[src/rtl/pid_pkg.sv]
// pid_pkg: constants and helpers shared by the parametrised PID heading controller.
//   - default width constants for pid_ctrl_param and pid_deriv
//   - legacy gain values (KP_LEGACY / KD_LEGACY) that reproduce the fixed-gain scaling
//   - sat_signed(): signed saturation from an arbitrary input width to an output width
package pid_pkg;

    localparam int ERR_W_DEF   = 12;
    localparam int SAT_W_DEF   = 10;
    localparam int FRWRD_W_DEF = 10;
    localparam int SPD_W_DEF   = 11;
    localparam int INT_W_DEF   = 15;
    localparam int I_SHIFT_DEF = 6;
    localparam int D_DEPTH_DEF = 3;
    localparam int PID_W_DEF   = 14;

    // Gains are 5-bit unsigned.
    localparam int GAIN_W = 5;

    localparam int KP_LEGACY = 8;
    localparam int KD_LEGACY = 7;

    // Saturate a signed value to out_w bits. Only the low in_w bits of val are
    // meaningful; they are sign-extended first, so callers may pass a value that
    // was zero- or sign-extended to 32 bits. Result is sign-extended to 32 bits;
    // callers size-cast it down to out_w. Widths must satisfy 1 < out_w < 32.
    function automatic logic signed [31:0] sat_signed(
        input logic signed [31:0] val,
        input int                 in_w,
        input int                 out_w
    );
        logic signed [31:0] v;
        logic signed [31:0] hi;
        logic signed [31:0] lo;
        v  = (val <<< (32 - in_w)) >>> (32 - in_w);
        hi = (32'sd1 <<< (out_w - 1)) - 32'sd1;
        lo = -(32'sd1 <<< (out_w - 1));
        if (v > hi) begin
            return hi;
        end else if (v < lo) begin
            return lo;
        end
        return v;
    endfunction

endpackage

[src/rtl/pid_deriv.sv]
// pid_deriv: derivative term of the PID controller.
//   Keeps a history of the last D_DEPTH valid saturated errors. On each valid
//   sample the difference err_sat - (sample D_DEPTH strobes ago) is saturated to
//   SAT_W-2 bits, multiplied by the unsigned gain kd and registered.
// Ports:
//   clk, rst_n : clock, asynchronous active-low reset
//   clr        : synchronous clear of history and term (robot not moving)
//   en         : sample valid (one cycle per sample)
//   err_sat    : signed saturated error, SAT_W bits
//   kd         : unsigned D gain, sampled when en is high
//   d_term     : registered signed D term, D_W bits
module pid_deriv
    import pid_pkg::*;
#(
    parameter int SAT_W   = SAT_W_DEF,
    parameter int D_DEPTH = D_DEPTH_DEF,
    parameter int D_W     = SAT_W - 2 + GAIN_W + 1
) (
    input  logic                    clk,
    input  logic                    rst_n,
    input  logic                    clr,
    input  logic                    en,
    input  logic signed [SAT_W-1:0] err_sat,
    input  logic [GAIN_W-1:0]       kd,
    output logic signed [D_W-1:0]   d_term
);

    localparam int DIFF_W = SAT_W - 2;

    // hist[0] is the most recent sample, hist[D_DEPTH-1] the oldest.
    logic signed [SAT_W-1:0]  hist [D_DEPTH];
    logic signed [DIFF_W-1:0] diff;
    logic signed [D_W-1:0]    d_prod;

    always_comb begin
        diff   = DIFF_W'(sat_signed(32'(err_sat) - 32'(hist[D_DEPTH-1]), 32, DIFF_W));
        // kd is unsigned: prefix a zero so the signed multiply treats it as positive.
        d_prod = D_W'(diff) * D_W'($signed({1'b0, kd}));
    end

    always_ff @(posedge clk or negedge rst_n) begin
        if (!rst_n) begin
            for (int k = 0; k < D_DEPTH; k++) begin
                hist[k] <= '0;
            end
            d_term <= '0;
        end else if (clr) begin
            for (int k = 0; k < D_DEPTH; k++) begin
                hist[k] <= '0;
            end
            d_term <= '0;
        end else if (en) begin
            for (int k = D_DEPTH - 1; k > 0; k--) begin
                hist[k] <= hist[k-1];
            end
            hist[0] <= err_sat;
            d_term  <= d_prod;
        end
    end

endmodule

[src/rtl/pid_ctrl_param.sv]
// pid_ctrl_param: three-stage pipelined PID heading controller with
// programmable P/D gains, configurable derivative depth, selectable
// integrator anti-windup and saturated left/right wheel speeds.
//
// Strobe semantics: err_vld is a single-cycle qualifier for error with no
// back-pressure; every strobe accepted while moving=1 produces exactly one
// spd_vld pulse three cycles later, in order, one sample per cycle.
// moving=0 discards everything in flight and zeroes outputs and state.
//
// Ports:
//   clk, rst_n         : clock, asynchronous active-low reset
//   moving             : 0 clears integrator, derivative history and outputs
//   err_vld, error     : signed heading error and its strobe
//   frwrd              : unsigned forward speed (sampled with the P/I/D terms)
//   kp, kd             : unsigned P and D gains (sampled in the second stage)
//   lft_spd, rght_spd  : saturated signed wheel speeds, held between pulses
//   spd_vld            : one-cycle pulse when the speeds update
module pid_ctrl_param
    import pid_pkg::*;
#(
    parameter int ERR_W     = ERR_W_DEF,
    parameter int SAT_W     = SAT_W_DEF,
    parameter int FRWRD_W   = FRWRD_W_DEF,
    parameter int SPD_W     = SPD_W_DEF,
    parameter int INT_W     = INT_W_DEF,
    parameter int I_SHIFT   = I_SHIFT_DEF,
    parameter int D_DEPTH   = D_DEPTH_DEF,
    parameter int PID_W     = PID_W_DEF,
    parameter int INT_CLAMP = 1
) (
    input  logic                    clk,
    input  logic                    rst_n,
    input  logic                    moving,
    input  logic                    err_vld,
    input  logic signed [ERR_W-1:0] error,
    input  logic [FRWRD_W-1:0]      frwrd,
    input  logic [GAIN_W-1:0]       kp,
    input  logic [GAIN_W-1:0]       kd,
    output logic signed [SPD_W-1:0] lft_spd,
    output logic signed [SPD_W-1:0] rght_spd,
    output logic                    spd_vld
);

    localparam int P_W   = SAT_W + GAIN_W + 1;
    localparam int D_W   = SAT_W - 2 + GAIN_W + 1;
    localparam int I_W   = INT_W - I_SHIFT;
    localparam int SUM_W = PID_W + 2;
    localparam int IS_W  = INT_W + 1;

    localparam logic signed [INT_W-1:0] INT_MAX = {1'b0, {(INT_W-1){1'b1}}};
    localparam logic signed [INT_W-1:0] INT_MIN = {1'b1, {(INT_W-1){1'b0}}};

    // ---------------- stage 1: error saturation ----------------
    logic signed [SAT_W-1:0] err_sat_d;
    logic signed [SAT_W-1:0] err_sat;
    logic                    v1;

    always_comb begin
        err_sat_d = SAT_W'(sat_signed(32'(error), ERR_W, SAT_W));
    end

    always_ff @(posedge clk or negedge rst_n) begin
        if (!rst_n) begin
            err_sat <= '0;
            v1      <= 1'b0;
        end else if (!moving) begin
            err_sat <= '0;
            v1      <= 1'b0;
        end else begin
            v1 <= err_vld;
            if (err_vld) begin
                err_sat <= err_sat_d;
            end
        end
    end

    // ---------------- stage 2: P, I, D and integrator update ----------------
    logic signed [INT_W-1:0] integrator;
    logic signed [IS_W-1:0]  int_sum;
    logic                    int_ovf;
    logic signed [INT_W-1:0] int_next;
    logic signed [P_W-1:0]   p_prod;
    logic signed [I_W-1:0]   i_cur;
    logic signed [P_W-1:0]   p_term;
    logic signed [I_W-1:0]   i_term;
    logic signed [D_W-1:0]   d_term;
    logic [FRWRD_W-1:0]      frwrd_q;
    logic                    v2;

    always_comb begin
        // One extra bit detects overflow: top two bits of the sum disagree.
        int_sum  = IS_W'(integrator) + IS_W'(err_sat);
        int_ovf  = int_sum[INT_W] != int_sum[INT_W-1];
        int_next = int_sum[INT_W-1:0];
        if (int_ovf) begin
            if (INT_CLAMP != 0) begin
                int_next = int_sum[INT_W] ? INT_MIN : INT_MAX;
            end else begin
                int_next = integrator;
            end
        end
        p_prod = P_W'(err_sat) * P_W'($signed({1'b0, kp}));
        // I term uses the integrator value before this sample's update.
        i_cur  = I_W'(integrator >>> I_SHIFT);
    end

    always_ff @(posedge clk or negedge rst_n) begin
        if (!rst_n) begin
            integrator <= '0;
            p_term     <= '0;
            i_term     <= '0;
            frwrd_q    <= '0;
            v2         <= 1'b0;
        end else if (!moving) begin
            integrator <= '0;
            p_term     <= '0;
            i_term     <= '0;
            frwrd_q    <= '0;
            v2         <= 1'b0;
        end else begin
            v2 <= v1;
            if (v1) begin
                integrator <= int_next;
                p_term     <= p_prod;
                i_term     <= i_cur;
                frwrd_q    <= frwrd;
            end
        end
    end

    pid_deriv #(
        .SAT_W   (SAT_W),
        .D_DEPTH (D_DEPTH),
        .D_W     (D_W)
    ) u_deriv (
        .clk     (clk),
        .rst_n   (rst_n),
        .clr     (!moving),
        .en      (v1),
        .err_sat (err_sat),
        .kd      (kd),
        .d_term  (d_term)
    );

    // ---------------- stage 3: PID sum and wheel speeds ----------------
    logic signed [SUM_W-1:0] pid_sum;
    logic signed [PID_W-1:0] pid;
    logic signed [31:0]      pid_adj;
    logic signed [31:0]      fw_ext;
    logic signed [SPD_W-1:0] lft_d;
    logic signed [SPD_W-1:0] rght_d;

    always_comb begin
        pid_sum = SUM_W'(p_term) + SUM_W'(i_term) + SUM_W'(d_term);
        pid     = PID_W'(sat_signed(32'(pid_sum), SUM_W, PID_W));
        pid_adj = 32'(pid >>> 3);
        fw_ext  = $signed(32'(frwrd_q));
        lft_d   = SPD_W'(sat_signed(fw_ext + pid_adj, 32, SPD_W));
        rght_d  = SPD_W'(sat_signed(fw_ext - pid_adj, 32, SPD_W));
    end

    always_ff @(posedge clk or negedge rst_n) begin
        if (!rst_n) begin
            lft_spd  <= '0;
            rght_spd <= '0;
            spd_vld  <= 1'b0;
        end else if (!moving) begin
            lft_spd  <= '0;
            rght_spd <= '0;
            spd_vld  <= 1'b0;
        end else begin
            spd_vld <= v2;
            if (v2) begin
                lft_spd  <= lft_d;
                rght_spd <= rght_d;
            end
        end
    end

endmodule

[config.mk]
export PLATFORM = sky130hd
export DESIGN_NAME = pid_ctrl_param
export DESIGN_NICKNAME = d
export VERILOG_FILES = /design/src/rtl/pid_pkg.sv /design/src/rtl/pid_deriv.sv /design/src/rtl/pid_ctrl_param.sv
export SDC_FILE = /design/constraint.sdc
export NUM_CORES = 1
export LEC_CHECK = 0
export ABC_AREA = 1
export CORE_ASPECT_RATIO = 1.25
export CORE_MARGIN = 3
export CORE_UTILIZATION = 35
export DETAILED_ROUTE_END_ITERATION = 8
export REMOVE_ABC_BUFFERS = 1
export SLEW_MARGIN = 30
export SYNTH_ARGS = -nofsm -noshare
export SYNTH_HDL_FRONTEND = slang
export SYNTH_SLANG_ARGS = --single-unit
export TNS_END_PERCENT = 10
[constraint.sdc]
create_clock -name clk -period 5.1 [get_ports clk]
set_input_delay 0.765 -clock clk [delete_from_list [all_inputs] [get_ports clk]]
set_output_delay 0.765 -clock clk [all_outputs]
set_load 0.02 [all_outputs]
# Word-level counts from Yosys, hierarchy flattened
# Index checks and enable logic that the tools add are counted.
[totals] in_bits=36 word_cells=84 ff_bits=129 output_inout_bits=23
[op_classes] mux=48 multipliers=2 add_sub_neg=6 order_cmp=10 n_eq_ne=4
[op_table] op="two-way mux 11 bit" n=10
[op_table] op="two-way mux 10 bit" n=7
[op_table] op="two-way mux 14 bit" n=5
[op_table] op="two-way mux 15 bit" n=4
[op_table] op="two-way mux 30 bit" n=2
[op_table] op="two-way mux 16 bit" n=2
[op_table] op="> comparator 12 x 11 -> 1 bit (second input constant)" n=2
[op_table] op="< comparator 12 x 11 -> 1 bit (second input constant)" n=2
[op_table] op="two-way mux 8 bit" n=3
[op_table] op="two-way mux 9 bit" n=2
[op_table] op="adder 15 x 10 -> 16 bit" n=1
[op_table] op="adder 16 x 14 -> 16 bit" n=1
[op_table] op="adder 16 x 9 -> 16 bit" n=1
[op_table] op="> comparator 16 x 14 -> 1 bit (second input constant)" n=1
[op_table] op="< comparator 16 x 14 -> 1 bit (second input constant)" n=1
[op_table] op="multiplier 10 x 6 -> 16 bit" n=1
[op_table] op="multiplier 8 x 6 -> 14 bit" n=1
[op_table] op="two-way mux 1 bit" n=13
[op_table] op="adder 11 x 11 -> 12 bit" n=1
[op_table] op="> comparator 12 x 10 -> 1 bit (second input constant)" n=1
[op_table] op="< comparator 12 x 10 -> 1 bit (second input constant)" n=1
[op_table] op="subtractor 11 x 11 -> 12 bit" n=1
[op_table] op="> comparator 11 x 8 -> 1 bit (second input constant)" n=1
[op_table] op="< comparator 11 x 8 -> 1 bit (second input constant)" n=1
[op_table] op="3 further kinds" n=5

# Depth between registers and ports, before layout
# Gate-level depths: netlist (run 1).
[depth] depth_word=13 depth_mapped=33 ltp_nobuf=32

# Modules after synthesis
# From an unflattened synthesis (run 1), not the netlist that was laid out.
[hier_totals] cells_unflattened=1591 hier_area_um2=12126.6
[modules_own_cells] mod="pid_ctrl_param" seq_area_each_um2=2127.0 instances=1 cells_per_inst=1093 area_each_um2=8230.4
[modules_own_cells] mod="pid_deriv" seq_area_each_um2=1101.1 instances=1 cells_per_inst=498 area_each_um2=3896.2

# Worst setup path after synthesis (run 1)
# Ideal clock, no wire load.
[synth_timing] path_type="reg-to-reg" startpoint="register err_sat[0]" endpoint="register u_deriv.d_term[12]" stages_incl_launch_ff=28 path_buffers=1 arrival_time_ps=4820 slack_ps=162 setup_ps=118 path_cell_list="dfrtp_1 inv_1 ha_1 inv_1 fa_1 nand3_1 nand2_1 nand2_1 nand2_1 nand2_1 nand4_1 o21ai_2 buf_6 nand3_1 fa_1 fa_1 fa_1 inv_1 ha_1 a21oi_1 nand2_1 a21o_1 nand2_1 nand2_1 a21oi_1 nand2_1 nand3_1 nand2_1"
[synth_between] elab_chain_len=8 word_cells_on_any_way=10 cone_classes="add/sub: 1; mul: 1; order compare: 2; mux: 6"
[synth_lines] item="start: declaration" line_no="pid_ctrl_param.sv:55" text="logic signed [SAT_W-1:0] err_sat;"
[synth_lines] item="start signal: assignment" line_no="pid_ctrl_param.sv:72" text="err_sat <= err_sat_d;"
[synth_lines] item="subtractor 10 x 10 -> 11 bit (*)" line_no="pid_deriv.sv:36" text="diff = DIFF_W'(sat_signed(32'(err_sat) - 32'(hist[D_DEPTH-1]), 32, DIFF_W));"
[synth_lines] item="< comparator 11 x 8 -> 1 bit" line_no="pid_pkg.sv:39" text="end else if (v < lo) begin"
[synth_lines] item="two-way mux 1 bit" line_no="pid_pkg.sv:39"
[synth_lines] item="two-way mux 1 bit" line_no="pid_pkg.sv:37" text="if (v > hi) begin"
[synth_lines] item="two-way mux 8 bit (*)" line_no="pid_pkg.sv:42" text="return v;"
[synth_lines] item="multiplier 8 x 6 -> 14 bit (*)" line_no="pid_deriv.sv:38" text="d_prod = D_W'(diff) * D_W'($signed({1'b0, kd}));"
[synth_lines] item="two-way mux 14 bit (*)" line_no="pid_deriv.sv:52" text="end else if (en) begin"
[synth_lines] item="two-way mux 14 bit (*)" line_no="pid_deriv.sv:47" text="end else if (clr) begin"
[synth_lines] item="end signal: assignment" line_no="pid_deriv.sv:57" text="d_term <= d_prod;"
[synth_lines] item="end: declaration" line_no="pid_deriv.sv:25" text="output logic signed [D_W-1:0] d_term"
# Every way passes the cells marked *; elsewhere a longest branch is shown, timed or not. The select of a mux whose other input is x is not followed.
# A chain may end at the register's enable or synchronous reset.

# Worst setup path after layout (run 1)
# Ends and elaborated chain as after synthesis.

==> results of run 1 <==
## worst max-delay path, delay by kind of cell, from the launching register on
kind / cells / cell delay [ps]
buffers and inverters: 6 / 480
AND/OR/NAND/NOR: 12 / 860
adder cells (fa/ha/maj): 6 / 2350
flip-flops: 1 / 380
AO/OA/AOI/OAI: 6 / 700
## synthesized netlist by cell type (6+ instances only)
cell type / number / share of area, %
nand4_1: 11 / 0.58
fa_1: 76 / 13
inv_2: 9 / 0.29
xor2_1: 30 / 2.2
dfrtp_1: 129 / 27
a22o_1: 19 / 1.4
nand2_1: 390 / 12
o22ai_1: 30 / 1.6
inv_1: 234 / 7.5
o31ai_1: 6 / 0.38
xnor2_1: 27 / 2.0
ha_1: 114 / 12
nand3_1: 77 / 3.3
nand2_2: 17 / 0.90
o21ai_0: 71 / 3.0
a21oi_1: 70 / 3.0
a31oi_1: 6 / 0.32
o21bai_1: 10 / 0.64
clkbuf_1: 23 / 0.73
nor2_1: 91 / 2.9
## state kept, by name (all words and copies together), names as in the netlist
register,count
err_sat,10
frwrd_q,10
i_term,9
integrator,15
lft_spd,11
p_term,16
rght_spd,11
spd_vld,1
u_deriv.d_term,14
u_deriv.hist,30
v1,1
v2,1
## placed cells by master, fill, tap and decap left out, drive strengths merged, types with 6 or more instances in the layout
cell type,Yosys,layout
a22o,19,19
a31oi,6,6
xor2,30,30
fa,76,76
dfrtp,129,129
o21bai,10,10
o31ai,6,6
buf,7,33
clkdlybuf4s50,0,57
xnor2,27,27
o22ai,30,30
nor2,96,96
o21ai,76,76
ha,114,114
nand2,409,409
clkbuf,23,17
nand3,81,81
a21oi,73,73
nand4,13,13
inv,244,252
## path summary, 6_finish.rpt
path	startpoint	endpoint	slack [ps]	cells after the start
max	err_sat[0]	u_deriv.d_term[12]	190	30
min	rst_n	u_deriv.hist[16]	400	1
min reg2reg	lft_spd[7]	lft_spd[7]	470	2
max reg2reg	err_sat[0]	u_deriv.d_term[12]	190	30
min in group clk	lft_spd[7]	lft_spd[7]	470	2
max in group asynchronous	rst_n	frwrd_q[6]	3620	2
## cells by family (layout without fill, tap and decap cells)
kind of cell	Yosys count	count (layout)	share of synthesized area, %
buffers and inverters	276	368	9.07
DFF	129	129	27.4
xor gates and xnor gates	57	57	4.24
AOI/OAI and AO/OA	233	233	12.0
adders and majority gates	190	190	25.0
and+or+nand+nor	615	615	22.2
## area by class of cell
type / count / area [um2]
fill: 3347 / 19100
multi-input combinational: 1095 / 7730
sequential: 129 / 3230
inverter: 246 / 926
timing repair buffer: 90 / 841
tap: 418 / 523
clock buffer: 17 / 425
clock inverter: 15 / 171
## metal layers
layer | GRT usage [%] | routed length [um] | vias up
met5 | 0 | 0 | -
met4 | 5.46 | 749 | 0
met3 | 2.43 | 874 | 43
met2 | 30.9 | 15000 | 183
met1 | 19.5 | 12400 | 4646
li1 | - | - | 4953
## stage by stage
step	util (%)	setup WS [ps]	hold slack (ps)	TNS (ps)	cells
floorplan	-	31.1	453	0	1470
global placement	39.2	-30.2	461	-30.2	1970
detailed placement	39.2	-157	465	-291	1970
CTS	41.2	0.284	445	0	2004
global route	42.0	-88.2	467	-152	2010
finish	42.0	193	402	0	2010
## power groups by stage
stage | Clock, mW | Sequential (mW) | Combinational [mW]
2_1_floorplan | 0 | 1.26 | 2.56
3_3_place_gp | 0 | 1.24 | 3.41
3_5_place_dp | 0 | 1.24 | 3.47
4_1_cts | 1.28 | 1.22 | 3.53
5_1_grt | 1.33 | 1.23 | 4.39
6_report | 1.25 | 1.22 | 3.90
## what timing repair did
action / 4_1_cts / 5_1_grt
hold buffers: 0 / 0
gates resized for setup: 8 / 68
pin swaps: 2 / 29
endpoints found under the setup margin: 4 / 27
gates cloned: 0 / 0
buffers inserted: 2 / 6
==> impl_metrics.csv, run 1 <==
group,metric,value,unit
setup_path,cp-start-kind,"flip-flop",
status,status,"finished clean",
setup_path,slowest_stage,"fa_1",
route,ant_nets,0,
cts,cts_buffers,17,
yosys,synth_cell_type_count,52,
global_route,grt_pass1_vias,10200,
setup_path,critPathMaxStageDelay,550,ps
setup_path,crit_path_max_fanout,6,
cts,clk_path_buf_depth,2,
place,dpl_cell_area,12900,um2
timing,setup_viol_count_final,0,
setup_path,end_kind,"flip-flop",
yosys,async_flop_share,100,%
cts,clock_sinks,129,
layout,final_area,13800,um2
cts,root_buffer,"clkbuf_16",
route,drt-wirelength-per-cell,14.5,um
place,hpwl,22800,um
timing,period_needed,4910,ps
floorplanning,num_rows,74,
layout,num-nets-final,1805,
floorplanning,initial_utilization,35.7,%
timing,fmax,204,MHz
layout,synthToLayoutAreaGrowth,17.6,%
floorplanning,dieArea,35900,um2
yosys,yosysWarnings,0,
power_and_ir_drop,power.switching,2.95,mW
global_route,gr-total-overflow,0,
route,routed_wl,29100,um
worst_hold_path,hp-class,"input port to asynchronous set/reset pin",
cts,insertion_delay,430,ps
timing,tightest_slew,884,ps
place,portBuffers,58,
timing,maxSlewHeadroom,40.7,%
yosys,yosysSeqAreaShare,27.4,%
power_and_ir_drop,finalPower,6.36,mW
global_route,grt_usage,16.6,%
floorplanning,chipWidth,170,um
layout,num_antenna_cells,0,
route,drc,0,
route,vias_per_cell,4.89,
place,place_congestion,0.893,
layout,drive_above_1_share,10.9,%
global_route,grt_max_degree,92,
timing,hold_viol,0,
global_route,grt_antenna_before_repair,0,
floorplanning,ios,59,
yosys,synth_area_per_cell,7.85,um2
global_route,grt_pass1_wl,48700,um
power_and_ir_drop,clockPowerShare,19.6,%
power_and_ir_drop,p_comb_share,61.2,%
timing,fin_skew,15.5,ps
setup_path,cpMostUsedCell,"nand2_2",
job,max_cap_violations,0,
power_and_ir_drop,p_int,3.42,mW
route,vias,9825,
setup_path,cp.arrival,5210,ps
timing,fin_crit_sh,96.2,%
yosys,ys_seq_elements,129,
power_and_ir_drop,power.share.sequential,19.1,%
power_and_ir_drop,ir_drop,0.226,mV
yosys,postSynth.topFlopCell,"dfrtp_1",
yosys,synth_edf_count,0,
setup_path,crit_type,"flip-flop to flip-flop",
route,first_pass_iters,5,
setup_path,cp.required,5400,ps
timing,rsz0062_at_grt,"true",
floorplanning,die_y,211,um
route,drt_iter0_drc,450,
yosys,synth_area,11800,um2
floorplanning,coreArea,33000,um2
yosys,synthCells,1500,
power_and_ir_drop,switching_share,46.3,%
timing,slew_violations,0,
cts,cts_tree,"built",
power_and_ir_drop,power_density,460,nW/um2
cts,path_clk_slew,70,ps
cts,h-tree-depth,4,
power_and_ir_drop,p_leak,7.39,nW
No activity file was read; power rests on OpenSTA's default activity.
==> run 2: changes to the inputs <==
CORE_UTILIZATION = 55   (was 35)
PLACE_DENSITY = 0.77   (was not set)
==> impl_metrics.csv, run 2 (same netlist as run 1, synthesis figures left out) <==
group,metric,value,unit
layout,drive_above_1_share,10.1,%
place,hpwl,22400,um
cts,path_clk_slew,60,ps
place,place_congestion,0.940,
layout,final_common_cell,"nand2_1",
timing,holdWs,418,ps
power_and_ir_drop,power_density,470,nW/um2
layout,regMostFlops,"u_deriv.hist",
setup_path,cp.required,5410,ps
global_route,grt_pass1_vias,10100,
route,first_pass_iters,5,
layout,mostFrequentLayoutCells,"nand2_1, inv_1, dfrtp_1",
setup_path,cp.arrival,5230,ps
cts,insertion_delay,430,ps
route,drt-wirelength-per-cell,15.9,um
floorplanning,chipWidth,137,um
power_and_ir_drop,p_leak,7.36,nW
setup_path,crit_path_max_fanout,7,
route,drt_iter0_drc,453,
timing,fin_crit_sh,96.5,%
global_route,grt_usage,25.6,%
timing,fmax,203,MHz
floorplanning,coreArea,20900,um2
cts,cts_tree,"built",
setup_path,startpoint,"err_sat[0]",
cts,clk_path_buf_depth,2,
power_and_ir_drop,finalPower,6.37,mW
floorplanning,num_rows,59,
floorplanning,initial_utilization,56.3,%
layout,synthToLayoutAreaGrowth,15.3,%
layout,num-nets-final,1801,
timing,rsz0062_at_grt,"true",
setup_path,rr_startpoint,"err_sat[0]",
global_route,grt_max_degree,64,
timing,setup_viol_count_final,0,
route,ant_nets,0,
cts,cts_buffers,17,
setup_path,crit_type,"flip-flop to flip-flop",
floorplanning,dieArea,23200,um2
setup_path,end_kind,"flip-flop",
floorplanning,ios,59,
setup_path,cp-start-kind,"flip-flop",
timing,maxSlewHeadroom,47.1,%
timing,slew_violations,0,
route,vias_per_cell,5.40,
global_route,grt_pass1_wl,47300,um
layout,reg_top3,"u_deriv.hist (30), p_term (16), integrator (15)",
layout,num_antenna_cells,0,
cts,h-tree-depth,4,
status,status,"finished clean",
power_and_ir_drop,ir_drop,0.327,mV
route,drc,0,
floorplanning,die_y,170,um
global_route,gr-total-overflow,0,
timing,period_needed,4920,ps
place,portBuffers,58,
worst_hold_path,hp-class,"input port to asynchronous set/reset pin",
timing,fin_skew,13.8,ps
cts,clock_sinks,129,
route,routed_wl,29500,um
job,max_cap_violations,0,
layout,largest_reg_flops,30,
route,vias,10100,
cts,root_buffer,"clkbuf_16",
global_route,grt_antenna_before_repair,0,
timing,hold_viol,0,
timing,tightest_slew,793,ps
run 2: per-layer routing:
layer  vias to the layer above  global-route usage, %  part of all wire [%]  wire length (um)
li1                       4952                      -                     -                 -
met1                      4759                   28.1                    38             11300
met2                       265                   48.9                    54             15900
met3                        76                   2.85                   3.5              1030
met4                         0                   11.3                   4.3              1260
met5                         -                      0                     0                 0
run 2: worst paths after layout:
kind / endpoint / slack, ps / cells past startpoint
max: u_deriv.d_term[12] / 180 / 26
min: frwrd_q[9] / 420 / 1
max reg2reg: u_deriv.d_term[12] / 180 / 26
min reg2reg: rght_spd[4] / 480 / 2
max in group asynchronous: integrator[9] / 3630 / 2
min in group clk: rght_spd[4] / 480 / 2
run 2: critical path, stage by stage (launching register included):
cell and delay [ps]:
dfrtp_1 410, inv_2 90, ha_4 140, inv_2 50
fa_2 360, nand3_2 90, nand2_2 80, nand2_2 90
nand2_1 60, nand2_2 100, nand4_1 140, o21ai_4 280
nand3_2 150, fa_1 590, fa_1 440, fa_1 500
inv_1 70, ha_4 240, a21oi_2 150, nand2_2 90
a21o_1 210, nand2_2 80, nand2_2 70, a21oi_2 120
nand2_1 50, nand3_1 80, nand2_1 70
run 2: repair_timing:
action	4_1_cts	5_1_grt
gates resized for setup	8	48
hold buffers	0	0
buffers inserted	2	3
hold endpoints to repair	0	0
endpoints found under the setup margin	4	27
pin swaps	2	19
run 2: final cells by class:
cell class,instances,area (um2)
multi-input combinational,1095,7680
tap,274,343
sequential,129,3230
timing repair buffer,86,796
clock buffer,17,425
inverter,246,927
fill,1817,7320
clock inverter,14,169
run 2: report_power, final:
group | internal (mW) | switching (mW) | total, mW
Clock | 0.735 | 0.532 | 1.27
Combinational | 1.52 | 2.36 | 3.88
Sequential | 1.13 | 0.0988 | 1.23
Total | 3.38 | 2.99 | 6.37
run 2: per-stage QoR:
stage	instances	instance area [um2]	setup slack (ps)	setup TNS, ps	utilization [%]
floorplan	1470	11600	31.1	0	-
global placement	1825	12700	39.4	0	60.9
detailed placement	1825	12700	-132	-145	60.9
CTS	1858	13400	5.83	0	64.1
global route	1861	13600	-95.1	-263	65.0
finish	1861	13600	179	0	65.0
